<file path="src/rtl/muldiv_unit_if.sv">
// Handshake and result bundle of the Execute-stage multiply/divide unit.
// MTHI/MTLO write signals exist only when MULTDIV_MTHILO_EN is defined.
interface muldiv_unit_if #(
    parameter int WIDTH = 32
);
    logic             MultStartE;
    logic             MultOpE;
    logic             MultSgnE;
    logic [WIDTH-1:0] SrcAE;
    logic [WIDTH-1:0] SrcBE;
    logic             MultAbortE;
    logic             MultBusyE;
    logic             MultDoneE;
    logic             DivZeroE;
    logic [WIDTH-1:0] HiOut;
    logic [WIDTH-1:0] LoOut;
`ifdef MULTDIV_MTHILO_EN
    logic             HiWriteE;
    logic             LoWriteE;
    logic [WIDTH-1:0] HiLoDataE;
`endif

    modport master (
        output MultStartE, MultOpE, MultSgnE, SrcAE, SrcBE, MultAbortE,
`ifdef MULTDIV_MTHILO_EN
        output HiWriteE, LoWriteE, HiLoDataE,
`endif
        input  MultBusyE, MultDoneE, DivZeroE, HiOut, LoOut
    );

    modport slave (
        input  MultStartE, MultOpE, MultSgnE, SrcAE, SrcBE, MultAbortE,
`ifdef MULTDIV_MTHILO_EN
        input  HiWriteE, LoWriteE, HiLoDataE,
`endif
        output MultBusyE, MultDoneE, DivZeroE, HiOut, LoOut
    );
endinterface

</file>
<file path="src/rtl/muldiv_unit.sv">
// Iterative signed/unsigned multiply (shift-add) and divide (restoring) into HI/LO.
// Optional MTHI/MTLO write path is enabled with `define MULTDIV_MTHILO_EN.
module muldiv_unit #(
    parameter int WIDTH          = 32,
    parameter int BITS_PER_CYCLE = 1
) (
    input logic          clk,
    input logic          rst,
    muldiv_unit_if.slave mdu
);
    localparam int unsigned BPC = BITS_PER_CYCLE;
    localparam int          N   = WIDTH / BITS_PER_CYCLE;
    localparam int          CW  = $clog2(N + 1);

    localparam logic [1:0] IDLE = 2'd0;
    localparam logic [1:0] RUN  = 2'd1;
    localparam logic [1:0] FIX  = 2'd2;

    logic [1:0]       state;
    logic [CW-1:0]    count;
    logic             op_div;
    logic             neg_q;
    logic             neg_r;
    logic             div_zero;
    logic [WIDTH:0]   opnd;
    logic [WIDTH:0]   acc_hi;
    logic [WIDTH:0]   acc_lo;
    logic [WIDTH-1:0] hi_q;
    logic [WIDTH-1:0] lo_q;
    logic             done_q;
    logic             dz_q;

    logic             hi_wr;
    logic             lo_wr;
    logic [WIDTH-1:0] wr_data;

`ifdef MULTDIV_MTHILO_EN
    assign hi_wr   = mdu.HiWriteE;
    assign lo_wr   = mdu.LoWriteE;
    assign wr_data = mdu.HiLoDataE;
`else
    assign hi_wr   = 1'b0;
    assign lo_wr   = 1'b0;
    assign wr_data = '0;
`endif

    // Operand magnitudes: WIDTH+1 bits so that |min-int| is representable.
    logic             neg_a;
    logic             neg_b;
    logic [WIDTH:0]   mag_a;
    logic [WIDTH:0]   mag_b;
    logic             accept;
    logic             kill;

    always_comb begin
        neg_a  = mdu.MultSgnE & mdu.SrcAE[WIDTH-1];
        neg_b  = mdu.MultSgnE & mdu.SrcBE[WIDTH-1];
        mag_a  = neg_a ? -{1'b1, mdu.SrcAE} : {1'b0, mdu.SrcAE};
        mag_b  = neg_b ? -{1'b1, mdu.SrcBE} : {1'b0, mdu.SrcBE};
        accept = (state == IDLE) & mdu.MultStartE & ~mdu.MultAbortE;
        kill   = mdu.MultAbortE | ((state == RUN) & (hi_wr | lo_wr));
    end

    // One RUN cycle retires BPC bits; MULT shifts right, DIV shifts left.
    logic [WIDTH:0]   nxt_hi;
    logic [WIDTH:0]   nxt_lo;
    logic [WIDTH:0]   shifted;
    logic [WIDTH+1:0] diff;
    logic [WIDTH+1:0] sum;
    logic             qbit;

    always_comb begin
        nxt_hi  = acc_hi;
        nxt_lo  = acc_lo;
        shifted = '0;
        diff    = '0;
        sum     = '0;
        qbit    = 1'b0;
        for (int unsigned i = 0; i < BPC; i++) begin
            if (op_div) begin
                shifted = {nxt_hi[WIDTH-1:0], nxt_lo[WIDTH-1]};
                diff    = {1'b0, shifted} - {1'b0, opnd};
                qbit    = ~diff[WIDTH+1];
                nxt_hi  = qbit ? diff[WIDTH:0] : shifted;
                nxt_lo  = {nxt_lo[WIDTH], nxt_lo[WIDTH-2:0], qbit};
            end else begin
                sum    = {1'b0, nxt_hi} + (nxt_lo[0] ? {1'b0, opnd} : '0);
                nxt_hi = sum[WIDTH+1:1];
                nxt_lo = {sum[0], nxt_lo[WIDTH:1]};
            end
        end
    end

    // Sign correction; min-int / -1 falls out naturally as quotient min-int, remainder 0.
    logic [2*WIDTH-1:0] prod;
    logic [2*WIDTH-1:0] prod_s;
    logic [WIDTH-1:0]   quo;
    logic [WIDTH-1:0]   rem;
    logic [WIDTH-1:0]   res_hi;
    logic [WIDTH-1:0]   res_lo;

    always_comb begin
        prod   = {acc_hi[WIDTH-1:0], acc_lo[WIDTH:1]};
        prod_s = neg_q ? -prod : prod;
        quo    = acc_lo[WIDTH-1:0];
        rem    = acc_hi[WIDTH-1:0];
        if (op_div) begin
            res_hi = neg_r ? -rem : rem;
            res_lo = div_zero ? '1 : (neg_q ? -quo : quo);
        end else begin
            res_hi = prod_s[2*WIDTH-1:WIDTH];
            res_lo = prod_s[WIDTH-1:0];
        end
    end

    always_ff @(posedge clk) begin
        if (rst) begin
            state    <= IDLE;
            count    <= '0;
            op_div   <= 1'b0;
            neg_q    <= 1'b0;
            neg_r    <= 1'b0;
            div_zero <= 1'b0;
            opnd     <= '0;
            acc_hi   <= '0;
            acc_lo   <= '0;
            hi_q     <= '0;
            lo_q     <= '0;
            done_q   <= 1'b0;
            dz_q     <= 1'b0;
        end else begin
            done_q <= 1'b0;
            dz_q   <= 1'b0;
            case (state)
                IDLE: begin
                    if (accept) begin
                        op_div   <= mdu.MultOpE;
                        neg_q    <= neg_a ^ neg_b;
                        neg_r    <= neg_a;
                        div_zero <= mdu.MultOpE & (mdu.SrcBE == '0);
                        opnd     <= mdu.MultOpE ? mag_b : mag_a;
                        acc_lo   <= mdu.MultOpE ? mag_a : mag_b;
                        acc_hi   <= '0;
                        count    <= CW'(N);
                        state    <= RUN;
                    end
                end
                RUN: begin
                    if (kill) begin
                        state <= IDLE;
                    end else begin
                        acc_hi <= nxt_hi;
                        acc_lo <= nxt_lo;
                        count  <= count - CW'(1);
                        if (count == CW'(1)) state <= FIX;
                    end
                end
                FIX: begin
                    state <= IDLE;
                    if (!mdu.MultAbortE) begin
                        hi_q   <= res_hi;
                        lo_q   <= res_lo;
                        done_q <= 1'b1;
                        dz_q   <= div_zero;
                    end
                end
                default: state <= IDLE;
            endcase
            // A write in FIX lands after the result, so it wins while done still pulses.
            if (hi_wr) hi_q <= wr_data;
            if (lo_wr) lo_q <= wr_data;
        end
    end

    assign mdu.MultBusyE = (state == RUN) | (state == FIX);
    assign mdu.MultDoneE = done_q;
    assign mdu.DivZeroE  = dz_q;
    assign mdu.HiOut     = hi_q;
    assign mdu.LoOut     = lo_q;
endmodule
</file>
<file path="src/flat_wrapper.sv">
// flat-port wrapper written by rule: the top's interface ports become plain ports
module muldiv_unit_flat 
#(
    parameter int WIDTH          = 32,
    parameter int BITS_PER_CYCLE = 1
)
  (clk, rst, mdu_MultStartE, mdu_MultOpE, mdu_MultSgnE, mdu_SrcAE, mdu_SrcBE, mdu_MultAbortE, mdu_MultBusyE, mdu_MultDoneE, mdu_DivZeroE, mdu_HiOut, mdu_LoOut);
  muldiv_unit_if #(.WIDTH(WIDTH)) mdu_i ();
  input logic clk;
  input logic rst;
  input wire logic [$bits(mdu_i.MultStartE)-1:0] mdu_MultStartE;
  input wire logic [$bits(mdu_i.MultOpE)-1:0] mdu_MultOpE;
  input wire logic [$bits(mdu_i.MultSgnE)-1:0] mdu_MultSgnE;
  input wire logic [$bits(mdu_i.SrcAE)-1:0] mdu_SrcAE;
  input wire logic [$bits(mdu_i.SrcBE)-1:0] mdu_SrcBE;
  input wire logic [$bits(mdu_i.MultAbortE)-1:0] mdu_MultAbortE;
  output wire logic [$bits(mdu_i.MultBusyE)-1:0] mdu_MultBusyE;
  output wire logic [$bits(mdu_i.MultDoneE)-1:0] mdu_MultDoneE;
  output wire logic [$bits(mdu_i.DivZeroE)-1:0] mdu_DivZeroE;
  output wire logic [$bits(mdu_i.HiOut)-1:0] mdu_HiOut;
  output wire logic [$bits(mdu_i.LoOut)-1:0] mdu_LoOut;
  assign mdu_i.MultStartE = mdu_MultStartE;
  assign mdu_i.MultOpE = mdu_MultOpE;
  assign mdu_i.MultSgnE = mdu_MultSgnE;
  assign mdu_i.SrcAE = mdu_SrcAE;
  assign mdu_i.SrcBE = mdu_SrcBE;
  assign mdu_i.MultAbortE = mdu_MultAbortE;
  assign mdu_MultBusyE = mdu_i.MultBusyE;
  assign mdu_MultDoneE = mdu_i.MultDoneE;
  assign mdu_DivZeroE = mdu_i.DivZeroE;
  assign mdu_HiOut = mdu_i.HiOut;
  assign mdu_LoOut = mdu_i.LoOut;
  muldiv_unit #(.WIDTH(WIDTH), .BITS_PER_CYCLE(BITS_PER_CYCLE)) u_core (.clk(clk), .rst(rst), .mdu(mdu_i));
endmodule
</file>
<file path="config.mk">
export PLATFORM = sky130hd
export DESIGN_NAME = muldiv_unit_flat
export DESIGN_NICKNAME = d
export VERILOG_FILES = /design/src/rtl/muldiv_unit_if.sv /design/src/rtl/muldiv_unit.sv /design/src/flat_wrapper.sv
export SDC_FILE = /design/constraint.sdc
export NUM_CORES = 1
export LEC_CHECK = 0
export CORE_ASPECT_RATIO = 1.75
export CORE_MARGIN = 4
export CORE_UTILIZATION = 54
export CTS_CLUSTER_SIZE = 24
export DETAILED_ROUTE_END_ITERATION = 8
export PLACE_DENSITY_LB_ADDON = 0.05
export RECOVER_POWER = 100
export SLEW_MARGIN = 10
export SYNTH_ARGS = -nofsm -noshare
export SYNTH_HDL_FRONTEND = slang
export SYNTH_SLANG_ARGS = --single-unit
</file>
<file path="constraint.sdc">
create_clock -name clk -period 3.5 [get_ports clk]
set_input_delay 0.7 -clock clk [delete_from_list [all_inputs] [get_ports clk]]
set_output_delay 0.7 -clock clk [all_outputs]
set_load 0.01 [all_outputs]
</file>
# Word-level counts from Yosys, hierarchy flattened
# Index checks and enable logic that the tools add are counted.
totals:
  ff_bits: 177
  output_inout_bits: 67
  input_bits: 70
  word_cells: 77
op_classes:
  muxes: 28
  eq_ne: 7
  n_addsub: 8
  reduce_logical: 10
  bitwise: 10
ops:
  columns: ["operator", "count"]
  rows:
  - ["2-to-1 mux 33 bit", 12]
  - ["2-to-1 mux 32 bit", 5]
  - ["case mux 33 bit (2 select lines)", 2]
  - ["negation 33 bit", 2]
  - ["2-to-1 mux 64 bit", 1]
  - ["negation 32 bit", 2]
  - ["negation 64 bit", 1]
  - ["adder 33 x 34 -> 34 bit", 1]
  - ["subtractor 33 x 33 -> 34 bit", 1]
  - ["logical NOT 32 bit", 1]
  - ["2-to-1 mux 6 bit", 2]
  - ["case mux 6 bit (2 select lines)", 1]
  - ["equality test 6 x 1 -> 1 bit, second input constant", 1]
  - ["2-to-1 mux 2 bit", 3]
  - ["AND reduction 2 bit", 3]
  - ["subtractor 6 x 1 -> 6 bit, second input constant", 1]
  - ["bitwise AND 1 bit", 5]
  - ["inequality test 2 bit, second input constant", 2]
  - ["case mux 2 bit (2 select lines)", 1]
  - ["AND reduction 4 bit", 1]
  - ["inequality test 3 bit, second input constant", 1]
  - ["NOT 1 bit", 3]
  - ["AND reduction 3 bit", 1]
  - ["OR reduction 3 bit", 1]
  - ["other kinds (9)", 9]

# Logic depth before layout (Yosys ltp)
logic_depth:
  ltp_word: 5
  ltp_mapped: 15
  mapped_depth_nobuf: 14

# Worst setup path before layout
# No wires, ideal clock.
synth_path:
  path_kind: "reg2reg"
  startpoint: "reg u_core.acc_lo[0]"
  endpoint: "reg u_core.acc_hi[31]"
  t_required_ns: 3.378
  path_slack_ns: 0.130
  arrival_ns: 3.248
  setup_time_ns: 0.122
  n_path_buf: 1
  period_less_slack_ns: 3.370
  path_stages_with_launch: 16
  cell_sequence: "dfxtp_1 > clkbuf_1 > and2_1 > ha_1 > inv_1 > fa_1 > nand2b_1 > a21oi_1 > o2111ai_1 > a21oi_1 > a2111oi_0 > o31a_1 > nand3b_1 > a31oi_1 > xor2_1 > a221o_1"
synth_via:
  elab_chain_len: 5
synth_rtl:
  columns: ["element", "line", "text"]
  rows:
  - ["start, declared", "muldiv_unit.sv:27", "logic [WIDTH:0] acc_lo;"]
  - ["start signal, assigned", "muldiv_unit.sv:142", "acc_lo <= mdu.MultOpE ? mag_a : mag_b;"]
  - ["start signal, assigned", "muldiv_unit.sv:153", "acc_lo <= nxt_lo;"]
  - ["2-to-1 mux 33 bit", "muldiv_unit.sv:87", "sum = {1'b0, nxt_hi} + (nxt_lo[0] ? {1'b0, opnd} : '0);"]
  - ["adder 33 x 34 -> 34 bit", "muldiv_unit.sv:87", null]
  - ["2-to-1 mux 33 bit", "muldiv_unit.sv:80", "if (op_div) begin"]
  - ["2-to-1 mux 33 bit", "muldiv_unit.sv:149", "if (kill) begin"]
  - ["case mux 33 bit (2 select lines)", "muldiv_unit.sv:134", "case (state)"]
  - ["end signal, assigned", "muldiv_unit.sv:152", "acc_hi <= nxt_hi;"]
  - ["end, declared", "muldiv_unit.sv:26", "logic [WIDTH:0] acc_hi;"]
# No other way between the ends. The select of a mux whose other input is x is not followed.
# A chain may end at the register's enable or synchronous reset.

# Worst setup path after layout
layout_path:
  startpoint: "reg u_core.acc_hi[0]"
  endpoint: "reg u_core.hi_q[28] (netlist: u_core.mdu.HiOut[28])"
layout_via:
  elab_chain_len: 3
  elab_cells_between_ends: 5
  classes_between: "add/sub: 2; mux: 3"
layout_rtl:
  columns: ["element", "line", "text"]
  rows:
  - ["negation 64 bit / negation 32 bit (equally long branches)", "muldiv_unit.sv:104, muldiv_unit.sv:108", null]
  - ["2-to-1 mux 64 bit / 2-to-1 mux 32 bit (equally long branches)", "muldiv_unit.sv:104, muldiv_unit.sv:108", null]
  - ["2-to-1 mux 32 bit (*)", "muldiv_unit.sv:107", "if (op_div) begin"]
  - ["end signal, assigned", "muldiv_unit.sv:161", "hi_q <= res_hi;"]
  - ["end signal, assigned", "muldiv_unit.sv:170", "if (hi_wr) hi_q <= wr_data;"]
  - ["end, declared", "muldiv_unit.sv:28", "logic [WIDTH-1:0] hi_q;"]
# Mark *: on every way between the ends. The rest lies on a longest branch, timed or not.

==> run metrics <==
Reg-to-Reg Start=u_core.acc_hi[0]$_SDFFE_PP0P_; top-count cell post-synth=nor2_1; Hold Buf Count CTS=0; slowest CP cell=or4b_1; post-synthesis xor/xnor area fraction=11.2%; crit path kind=flop to flop; Net Count, Synth=2359; I/O Pins=137; Final Hold Viols=0; relative slew slack=-10.6%; total wire length=60.5 mm; Worst EP arrival=3.81 ns; synthesized flop and latch total=177; crit path launch=u_core.acc_hi[0]$_SDFFE_PP0P_; crit-path max FO=7; final slew viol count=31; DRC errors left=0; Synth Area in Adders=6.33%; Synth Flop Type=dfxtp_1; nets=2553; CORE AREA=28600 um2; input/output buffers=136; post-synthesis compound-gate area fraction=27.7%; DR WL/cell=21.6 um; R2R cell count=13; R2R setup slack=0.08 ns; gp weighted congestion=0.973; vias post-DR=17604; clk root buf=clkbuf_16; Crit path depth=13; Post-Syn Instances=2211; Clock transition at path regs=0.08 ns; Crit. End Element=flop; clk sinks=177; initial antenna violation count=0; Synth Area in Simple Gates=23.3%; Antenna Cells=0; total power=7.07 mW; crit-path max cell delay=0.52 ns; Detail Route Antenna Nets=0; fmax=0.293 GHz; status=finished with violations; Worst-Margin Slew=1.66 ns; EDFF count, synth=0; worst path bufs/invs=3; first-pass GRT wire length=92.4 mm; maxcap violations=1; post-synthesis cell area=15700 um2; multiplexer area fraction after synthesis=3.08%; clock tree from TritonCTS=yes; CP Cell Sequence=buf_4, inv_1, ha_1, inv_1, nor3_1, nand2_1, nor2_2, nand3_1, or4b_1, a21oi_1, xnor2_1, nand2_1, a21oi_1; Initial Util=54.7%; share of cells above drive strength 1=12.0%; total track usage=37.3%; H-tree levels=4; mean post-synth cell area=7.09 um2; HPWL after DPL=47.1 mm; Setup violations, final=0; Crit path required time=3.89 ns; Via density=6.30; Top delay family on crit path=simple AND/OR/NAND/NOR gates; Worst VDD drop=0.378 mV; clock tree buffer depth=2; clock skew=0.0123 ns; failing checks=max-capacitance violations, max-slew violations; asr flop ratio synth=0%; min-delay worst type=flop to flop; row count=82; post-synth top area share=22.6%; CTS Buf Count=17; final std cells w/o fill=2794; placed cell count=2757; Power Dens Cells=370 nW/um2; unique cell type count in the Yosys netlist=79; clk_lat worst skew=0.46 ns; Syn. warnings=0; crit share post-route=97.6%; main combinational cell family by area after synthesis=compound AO/OA/AOI/OAI gates; die width=137 um; CP startpoint kind=flop; drt pass-1 iters=6; Synth area leader=dfxtp_1; Reg-to-Reg End=u_core.mdu.HiOut[28]$_SDFFE_PP0P_; CP endpoint=u_core.mdu.HiOut[28]$_SDFFE_PP0P_; sequential area share after synthesis=22.6%; synth cell count leaders=275 x nor2_1, 266 x nand2_1, 200 x a21oi_1; vias in the first global route=17267; largest cells by area after synthesis=dfxtp_1 23%, xnor2_1 6.8%, nor2_1 6.6%, a21oi_1 6.4%, nand2_1 6.4%; DIE AREA=31900 um2; Tmin final=3.42 ns; Worst Hold Launch=u_core.mdu.HiOut[28]$_SDFFE_PP0P_; largest net degree at the start of global routing=107; Leakage=7.89 nW; gr ovfl total=0; die height=233 um; DR iter-0 viols=1507; area delta synth->final=22.0%; hold_ws=0.449 ns
==> worst min-delay path: cells and delay by family, from the launching register on <==
family | cells | cell delay [ns]
flip-flops | 1 | 0.31
AO/OA/AOI/OAI | 1 | 0.05
AND/OR/NAND/NOR | 1 | 0.05
==> timing repair <==
action,CTS,global route
setup buffers,0,6
gates cloned,0,1
pin swaps,0,4
setup endpoints to repair,8,26
resized for setup,6,21
==> cell usage in the layout, fill, tap and decap left out, drive strengths merged, types with 65 or more instances in the layout <==
master | synthesis | routed
clkdlybuf4s50 | 0 | 65
xor2 | 79 | 79
o21ai | 133 | 133
buf | 24 | 180
xnor2 | 121 | 121
a21oi | 200 | 200
nor2 | 276 | 276
ha | 76 | 76
inv | 70 | 78
a211oi | 81 | 81
dfxtp | 177 | 177
nand2 | 266 | 266
dlygate4sd3 | 0 | 69
==> how the worst min path moves through the flow <==
| stage | slack, ns | cells after the start | end |
|---|---|---|---|
| CTS | 0.46 | 2 | u_core.mdu.HiOut[28]$_SDFFE_PP0P_ |
| global placement | 0.44 | 2 | u_core.opnd[7]$_SDFFE_PP0P_ |
| detailed placement | 0.45 | 2 | u_core.mdu.HiOut[28]$_SDFFE_PP0P_ |
| finish | 0.45 | 2 | u_core.mdu.HiOut[28]$_SDFFE_PP0P_ |
| floorplan | 0.43 | 2 | u_core.opnd[10]$_SDFFE_PP0P_ |
| global route | 0.47 | 2 | u_core.opnd[19]$_SDFFE_PP0P_ |
==> flip-flops by register name (all words and copies together) (netlist names) <==
name,count
u_core.acc_hi,33
u_core.count,6
u_core.mdu.LoOut,32
u_core.opnd,33
u_core.mdu.MultDoneE,1
u_core.neg_r,1
u_core.op_div,1
u_core.mdu.DivZeroE,1
u_core.neg_q,1
u_core.mdu.HiOut,32
u_core.acc_lo,33
u_core.state,2
u_core.div_zero,1
==> kinds of logic (layout without fill, tap and decap cells) <==
family | Yosys count | in the layout
multiplexers | 45 | 45
XOR/XNOR | 200 | 200
adder cells (fa/ha/maj) | 78 | 78
flip-flops | 177 | 177
buffers and inverters | 238 | 443
AND/OR/NAND/NOR | 802 | 802
AO/OA/AOI/OAI | 671 | 671
==> per-layer routing <==
layer / vias up / global-route usage, % / wire length [um]
met5: - / 0 / 0
met4: 0 / 33.4 / 6480
met3: 276 / 4.53 / 3050
met2: 766 / 64.7 / 29900
met1: 8296 / 38.5 / 21100
li1: 8266 / - / -
==> metrics by stage <==
| step | setup TNS (ns) | util (%) | setup WS (ns) | area (um2) |
|---|---|---|---|---|
| floorplan | 0 | - | 0.130 | 15700 |
| global placement | -2.70 | 64.4 | -0.245 | 18400 |
| detailed placement | -4.16 | 64.4 | -0.274 | 18400 |
| CTS | 0 | 66.5 | 0.0281 | 19000 |
| global route | -0.000624 | 66.7 | -0.000624 | 19100 |
| finish | 0 | 66.7 | 0.0849 | 19100 |
==> final cells by class <==
type | count | area, um2
Multi-Input combinational cell | 1796 | 11400
Timing Repair Buffer | 342 | 2880
Inverter | 71 | 268
Sequential cell | 177 | 3550
Clock buffer | 18 | 429
Fill cell | 2585 | 9520
Clock inverter | 12 | 146
Tap cell | 378 | 473
==> power breakdown <==
group          total, mW  switching [mW]  internal [mW]
clock network       1.98           0.913           1.06
registers           2.34           0.160           2.18
logic               2.75            1.62           1.13
total               7.07            2.69           4.37
(Power assumes the default switching activity.)
